## src/rtl/hash_drv_pkg.sv

```systemverilog
// Shared types and helpers for the hash message driver.
//   state_t    : driver FSM states
//   bit_cnt_w  : width of the serializer bit counter for a given word width
//   fin_cnt_w  : width of the finalisation counter for a given zero-bit count
package hash_drv_pkg;

   localparam int unsigned DEF_WORD_W       = 8;
   localparam int unsigned DEF_DIGEST_W     = 32;
   localparam int unsigned DEF_FINAL_CYCLES = 64;

   typedef enum logic [2:0] {
      IDLE    = 3'd0,
      SHIFT   = 3'd1,
      GAP     = 3'd2,
      FINAL   = 3'd3,
      CAPTURE = 3'd4,
      DONE    = 3'd5
   } state_t;

   // At least one bit so a 1-bit word still has a legal counter.
   function automatic int unsigned bit_cnt_w(input int unsigned word_w);
      return (word_w > 1) ? $clog2(word_w) : 1;
   endfunction

   function automatic int unsigned fin_cnt_w(input int unsigned final_cycles);
      return $clog2(final_cycles + 1);
   endfunction

endpackage

```

## src/rtl/hash_drv_serializer.sv

```systemverilog
// MSB-first word serializer for the hash driver.
//   clk, reset   : clock, synchronous active-high reset
//   load         : capture load_data/load_last, restart bit count
//   shift        : shift left one bit, advance bit count
//   load_data    : message word
//   load_last    : word is the last of its message
//   msb          : bit currently presented to the hash core
//   at_last_bit  : current bit is the final bit of the word
//   last_q       : loaded word was marked last
module hash_drv_serializer
   import hash_drv_pkg::*;
#(
   parameter int unsigned WORD_W = DEF_WORD_W
) (
   input  logic              clk,
   input  logic              reset,
   input  logic              load,
   input  logic              shift,
   input  logic [WORD_W-1:0] load_data,
   input  logic              load_last,
   output logic              msb,
   output logic              at_last_bit,
   output logic              last_q
);

   localparam int unsigned BCW = bit_cnt_w(WORD_W);

   logic [WORD_W-1:0] shreg;
   logic [BCW-1:0]    bit_cnt;

   // Load has priority so a word accepted on the last bit streams without a gap.
   always_ff @(posedge clk) begin
      if (reset) begin
         shreg   <= '0;
         bit_cnt <= '0;
         last_q  <= 1'b0;
      end else if (load) begin
         shreg   <= load_data;
         bit_cnt <= '0;
         last_q  <= load_last;
      end else if (shift) begin
         shreg   <= shreg << 1;
         bit_cnt <= bit_cnt + BCW'(1);
      end
   end

   assign msb         = shreg[WORD_W-1];
   assign at_last_bit = (bit_cnt == BCW'(WORD_W - 1));

endmodule

```

## src/rtl/hash_msg_driver.sv

```systemverilog
// Host-side driver for the root-of-trust hash core: serialises message words
// onto the core's injector bit, appends finalisation zeros, captures the
// core output and hands it back over a valid/ready handshake. Holds the core
// in reset while idle so each message starts from the same core state.
//   clk, reset     : clock, synchronous active-high reset
//   msg_*          : message word stream (valid/ready, last marks final word)
//   core_reset     : hash core reset (registered)
//   core_injector  : hash core injector bit
//   core_o         : hash core output
//   digest*        : captured digest stream (valid/ready)
//   underrun       : a gap occurred between words of this message
//   busy           : driver is not idle
module hash_msg_driver
   import hash_drv_pkg::*;
#(
   parameter int unsigned WORD_W       = DEF_WORD_W,
   parameter int unsigned DIGEST_W     = DEF_DIGEST_W,
   parameter int unsigned FINAL_CYCLES = DEF_FINAL_CYCLES
) (
   input  logic                clk,
   input  logic                reset,
   input  logic [WORD_W-1:0]   msg_data,
   input  logic                msg_valid,
   input  logic                msg_last,
   output logic                msg_ready,
   output logic                core_reset,
   output logic                core_injector,
   input  logic [DIGEST_W-1:0] core_o,
   output logic [DIGEST_W-1:0] digest,
   output logic                digest_valid,
   input  logic                digest_ready,
   output logic                underrun,
   output logic                busy
);

   localparam int unsigned FCW = fin_cnt_w(FINAL_CYCLES);

   state_t         state;
   state_t         next_state;
   logic [FCW-1:0] fin_cnt;
   logic           accept;
   logic           fin_done;
   logic           ser_msb;
   logic           ser_last_bit;
   logic           ser_last_q;
   logic           ser_shift;

   assign accept    = msg_valid & msg_ready;
   assign fin_done  = (fin_cnt == FCW'(FINAL_CYCLES - 1));
   // Hold the counter on the word's last bit; a reload or state change follows.
   assign ser_shift = (state == SHIFT) & ~ser_last_bit;

   hash_drv_serializer #(
      .WORD_W (WORD_W)
   ) u_ser (
      .clk         (clk),
      .reset       (reset),
      .load        (accept),
      .shift       (ser_shift),
      .load_data   (msg_data),
      .load_last   (msg_last),
      .msb         (ser_msb),
      .at_last_bit (ser_last_bit),
      .last_q      (ser_last_q)
   );

   // State register.
   always_ff @(posedge clk) begin
      if (reset) state <= IDLE;
      else       state <= next_state;
   end

   // Next-state logic.
   always_comb begin
      next_state = state;
      case (state)
         IDLE:    if (accept) next_state = SHIFT;
         SHIFT: begin
            if (ser_last_bit) begin
               if (accept)          next_state = SHIFT;
               else if (ser_last_q) next_state = FINAL;
               else                 next_state = GAP;
            end
         end
         GAP:     if (accept) next_state = SHIFT;
         FINAL:   if (fin_done) next_state = CAPTURE;
         CAPTURE: next_state = DONE;
         DONE:    if (digest_valid && digest_ready) next_state = IDLE;
         default: next_state = IDLE;
      endcase
   end

   // State-decoded outputs; none depend on msg_valid.
   always_comb begin
      msg_ready     = 1'b0;
      core_injector = 1'b0;
      busy          = (state != IDLE);
      case (state)
         IDLE:  msg_ready = 1'b1;
         SHIFT: begin
            core_injector = ser_msb;
            msg_ready     = ser_last_bit & ~ser_last_q;
         end
         GAP:   msg_ready = 1'b1;
         default: ;
      endcase
   end

   // Finalisation counter, core reset, digest capture and underrun flag.
   always_ff @(posedge clk) begin
      if (reset) begin
         fin_cnt      <= '0;
         core_reset   <= 1'b1;
         digest       <= '0;
         digest_valid <= 1'b0;
         underrun     <= 1'b0;
      end else begin
         fin_cnt <= (state == FINAL) ? fin_cnt + FCW'(1) : '0;
         case (state)
            IDLE: begin
               if (accept) begin
                  core_reset <= 1'b0;
                  underrun   <= 1'b0;
               end
            end
            GAP:     underrun <= 1'b1;
            CAPTURE: begin
               digest       <= core_o;
               digest_valid <= 1'b1;
            end
            DONE: begin
               if (digest_valid && digest_ready) begin
                  digest_valid <= 1'b0;
                  core_reset   <= 1'b1;
               end
            end
            default: ;
         endcase
      end
   end

endmodule

```

## config.mk

```make
export PLATFORM = sky130hd
export DESIGN_NAME = hash_msg_driver
export DESIGN_NICKNAME = d
export VERILOG_FILES = /design/src/rtl/hash_drv_pkg.sv /design/src/rtl/hash_drv_serializer.sv /design/src/rtl/hash_msg_driver.sv
export SDC_FILE = /design/constraint.sdc
export NUM_CORES = 1
export LEC_CHECK = 0
export ABC_AREA = 1
export CORE_UTILIZATION = 45
export CTS_CLUSTER_DIAMETER = 40
export DETAILED_ROUTE_END_ITERATION = 12
export GPL_TIMING_DRIVEN = 0
export PLACE_DENSITY = 0.82
export SYNTH_ARGS = -nofsm -noshare
export SYNTH_HDL_FRONTEND = slang
export SYNTH_SLANG_ARGS = --single-unit
```

## constraint.sdc

```tcl
create_clock -name clk -period 2.2 [get_ports clk]
set_input_delay 0.22 -clock clk [delete_from_list [all_inputs] [get_ports clk]]
set_output_delay 0.22 -clock clk [all_outputs]
set_load 0.01 [all_outputs]
```

* Word level (Yosys, flattened, before mapping)
Index checks and enable logic that the tools add are counted.
Word-level totals: bits in registers 57, output and inout port bits 38, logic and storage cells 60
Operators by class: add/subtract/negate cells 2, eq/ne operators 12, muxes and demuxes 17, bitwise operators 6, reduce and logical (&&, ||, !) cells 14
Operator list (count):
- $mux 8 | 2
- $pmux 3 s5 | 1
- $mux 3 | 4
- $eq 3x3->1 const B | 3
- $ne 2x2->1 const B | 4
- $pmux 1 s2 | 4
- $reduce_bool 2->1 | 4
- $add 7x1->7 const B | 1
- $eq 7x6->1 const B | 1
- $eq 3x2->1 const B | 2
- $reduce_or 2->1 | 3
- $mux 1 | 5
- $reduce_and 2->1 | 2
- $reduce_and 4->1 | 1
- $add 3x1->3 const B | 1
- $and 1x1->1 | 3
- $eq 3x1->1 const B | 1
- $logic_not 3->1 | 1
- $not 1->1 | 3
- $reduce_and 3->1 | 1
- $reduce_bool 3->1 | 1
- $mux 2 | 1
- $ne 2x1->1 const B | 1
- $logic_and 1x1->1 | 1

* Longest topological paths before layout
word-level depth 7, gate-level depth with buffers 12, mapped depth without buffers 12

* By module
From an unflattened synthesis, not the netlist that was laid out.
Second synthesis, totals: cells, all modules 311, area, all modules 2331.0 um2
Modules (own cells, without submodules):
- hash_msg_driver | times used 1, cells an instance 233, area each 1783.0 um2, seq. area each 900.9 um2
- hash_drv_serializer | times used 1, cells an instance 78, area each 548.0 um2, seq. area each 240.2 um2

* Worst setup path after synthesis
Ideal clock, no wire load.
kind register -> register, from reg u_ser.bit_cnt[0], to reg u_ser.shreg[2], arrival 1386 ps, setup slack 680 ps, stages on the path, launching flop included 11, clock period less this slack 1520 ps, path through dfxtp_1 ha_1 ha_1 inv_1 nor2_1 nand3_2 nand2_4 nand2_4 buf_8 nand3_1 a31oi_1
On the way: cells in the longest elaborated chain, start to end 5
RTL lines:
- start: declaration | RTL line hash_drv_serializer.sv:29 | logic [BCW-1:0] bit_cnt;
- start signal: assignment | RTL line hash_drv_serializer.sv:43 | bit_cnt <= bit_cnt + BCW'(1);
- $eq 3x3->1 * | RTL line hash_drv_serializer.sv:48 | assign at_last_bit = (bit_cnt == BCW'(WORD_W - 1));
- $and 1x1->1 * | RTL line hash_msg_driver.sv:102 | msg_ready = ser_last_bit & ~ser_last_q;
- $pmux 1 s2 * | RTL line hash_msg_driver.sv:98 | case (state)
- named net msg_ready | RTL line hash_msg_driver.sv:25 | output logic msg_ready,
- $and 1x1->1 * | RTL line hash_msg_driver.sv:48 | assign accept = msg_valid & msg_ready;
- $mux 8 / $reduce_bool 2->1 (equally long branches)
- end signal: assignment | RTL line hash_drv_serializer.sv:38 | shreg <= load_data;
- end signal: assignment | RTL line hash_drv_serializer.sv:42 | shreg <= shreg << 1;
- end: declaration | RTL line hash_drv_serializer.sv:28 | logic [WORD_W-1:0] shreg;
The timed path passes the listed nets; every way through them passes the cells marked *. A chain may end at the register's enable or synchronous reset.

* Worst setup path after layout
from reg state[0], to out core_injector
On the way: cells in the longest elaborated chain, start to end 2
RTL lines:
- start: declaration | RTL line hash_msg_driver.sv:38 | state_t state;
- start signal: assignment | RTL line hash_msg_driver.sv:70 | else state <= next_state;
- $eq 3x1->1 | RTL line hash_msg_driver.sv:98
- $mux 1 | RTL line hash_msg_driver.sv:98
- end: declaration | RTL line hash_msg_driver.sv:27 | output logic core_injector,
No other way between the ends.

==> metrics.cfg <==
[synth]
syn-num-nets=339
yosys.area_share.simple=0.292
synthMuxAreaShare=0
synth_xor_area_frac=0
synth_cell_types=26
yosysWarnings=0
synthCells=291
syn_area_um2=2260
yosysMostFrequentCell=nor2_1
ys_seq_elements=57
synth_top_family_by_area=simple AND/OR/NAND/NOR gates
synthArstFlopShare=0
yosys.area.top_type=dfxtp_1
synth_compound_area_frac=0.127
synth_adder_area_share=0.0166
synth_ff_type=dfxtp_1
synth_top_area_frac=0.504
syn_avg_cell_area_um2=7.78
yosys-top-cells-count=nor2_1, dfxtp_1, nand2_1, o21ai_0, nand3_1
synth-seq-area-share=0.504
synth-edff-count=0
synth_area_leaders=dfxtp_1, nor2_1, o21ai_0, nand2_1, nand3_1

[global_routing]
grt_pass1_wl_um=8520
overflow=0
grtUsageMet2=0.355
top_usage_layer=met2
antenna_found_initial=0
grt_pass1_vias=1930
use_met3=0.0483
grt_usage=0.213
grt_max_degree=11
grtUsageMet1=0.255

[sta]
final_hold_viol_count=0
rsz0062_at_grt=no
worstMarginPinSlew_ns=0.495
fmax_mhz=530
skew_ns=0.00637
setup-tns-final_ns=0
setup_viol=0
fin_crit_sh=0.857
slew_headroom=0.670
finalMaxSlewViolations=0
fin_ws_ns=0.314
fin_crit_ns=1.89

[worst_setup_path]
startpoint=state[0]$_SDFFE_PP0P_
crit_type=reg -> out
start_kind=register
critPathMaxFanout=4
arrival_ns=1.67
end_kind=output pin
cp_data_required_time_ns=1.98
reg2reg_from=u_ser.bit_cnt[0]$_SDFFE_PP0P_

[routing]
drt-initial-drc-count=116
wl_per_cell_um=11.8
vias_per_cell=4.78
ant_nets=0
dr.pass1.iters=4
vias=2181
totalWireLength_um=5370
drc=0

[floorplan]
coreArea_um2=4790
dieArea_um2=5320
die_width_um=72.9
fp-row-count=25
die_y_um=72.9
start_util=0.473
ios=83

[clocking]
h-tree-depth=3
clock-sinks=57
clockBufferDepth=2
clkLatencyLatePin_ns=0.33
path_clk_slew_ns=0.07
cts_made_buffers=9
cts-root-buf=clkbuf_8
cts_hold_buf=0
cts_tree=done

[cells_and_area]
drive_above_1_share=0.103
syn_to_final_growth_pct=49.3
layout.cells.non_filler=456
utilization=0.706
num-fill-cells=390
design_area_um2=3380
fin_nets=432
diodes=0

[run_status]
status=finished, final reports clean

[pwr]
power_leakage_nw=1.27
power_density_nw_per_um2=704
vdd_ir_drop_max_mv=0.558

[place]
numPlacedInstances=440
port_buffers=82
gp_congestion=0.813
post-place-ws_ns=0.291
dpl.hpwl_um=3810
place_area_um2=3170

[flow_run]
cap_violations=0

[min_path]
worstHoldStart=fin_cnt[0]$_SDFF_PP0_
min_path_type=reg -> reg

==> cells by family after synthesis <==
logic type	after synthesis
DFF	57
buffers and inverters	29
adders and majority gates	3
and+or+nand+nor	147
AOI/OAI and AO/OA	55
==> worst max-delay path: stages, from the launching register on <==
cell and delay [ns]:
dfxtp_1 0.39, inv_2 0.07, nor2_4 0.16, nand2_4 0.10, nor2_1 0.10, clkdlybuf4s50_1 0.53
==> through the flow <==
step,power (mW),hold WS [ns]
4_1_cts,2.40,0.459
3_5_place_dp,1.48,0.445
2_1_floorplan,1.32,0.289
6_report,2.38,0.452
5_1_grt,2.48,0.469
3_3_place_gp,1.47,0.432
==> routing by layer <==
metal	up-vias	share of wire	routed length, um
met5	-	0	0
met4	0	0.018	96
met3	9	0.050	268
met2	68	0.49	2610
met1	970	0.45	2400
li1	1134	-	-
==> cells in the final DEF (no fill, tap or decap), drive strengths merged, types with 5 or more instances in the layout <==
master,count
a21oi,12
a31oi,7
buf,5
clkbuf,21
clkdlybuf4s50,81
dfxtp,57
inv,16
nand2,45
nand3,15
nor2,79
o21ai,36
==> layout make-up <==
class                      instances  area, um^2  area share
clock inverter                     2        10.0     0.00296
tap                               67        83.8      0.0248
buffer                            12        71.3      0.0211
inverter                          17        63.8      0.0189
sequential                        57        1140       0.338
multi-input combinational        205        1000       0.297
timing repair buffer              82         823       0.244
clock buffer                      14         183      0.0541
==> worst paths after layout <==
| check | endpoint | slack, ns | depth (start not counted) |
|---|---|---|---|
| setup reg to reg | u_ser.shreg[4]$_SDFFE_PP0P_ | 0.55 | 10 |
| hold / removal | fin_cnt[0]$_SDFF_PP0_ | 0.45 | 1 |
| hold reg to reg | fin_cnt[0]$_SDFF_PP0_ | 0.45 | 1 |
| setup / recovery | core_injector | 0.31 | 5 |
==> state kept, by name, indices dropped and copies added (netlist names) <==
signal	flops
u_ser.bit_cnt	3
core_reset	1
digest	32
digest_valid	1
underrun	1
u_ser.last_q	1
u_ser.shreg	8
state	3
fin_cnt	7
==> repair_timing <==
item                       4_1_cts  5_1_grt
gates resized for setup          2        2
setup endpoints to repair        1        1
setup buffers                    0        0
cloned                           0        0
==> report_power, final <==
| part | internal [mW] | switching, mW | leakage (nW) | total (mW) |
|---|---|---|---|---|
| clock | 0.529 | 0.391 | 0.102 | 0.920 |
| combinational | 0.180 | 0.184 | 0.701 | 0.364 |
| sequential | 1.07 | 0.0243 | 0.462 | 1.10 |
| total | 1.78 | 0.599 | 1.27 | 2.38 |
(Power assumes the default switching activity.)
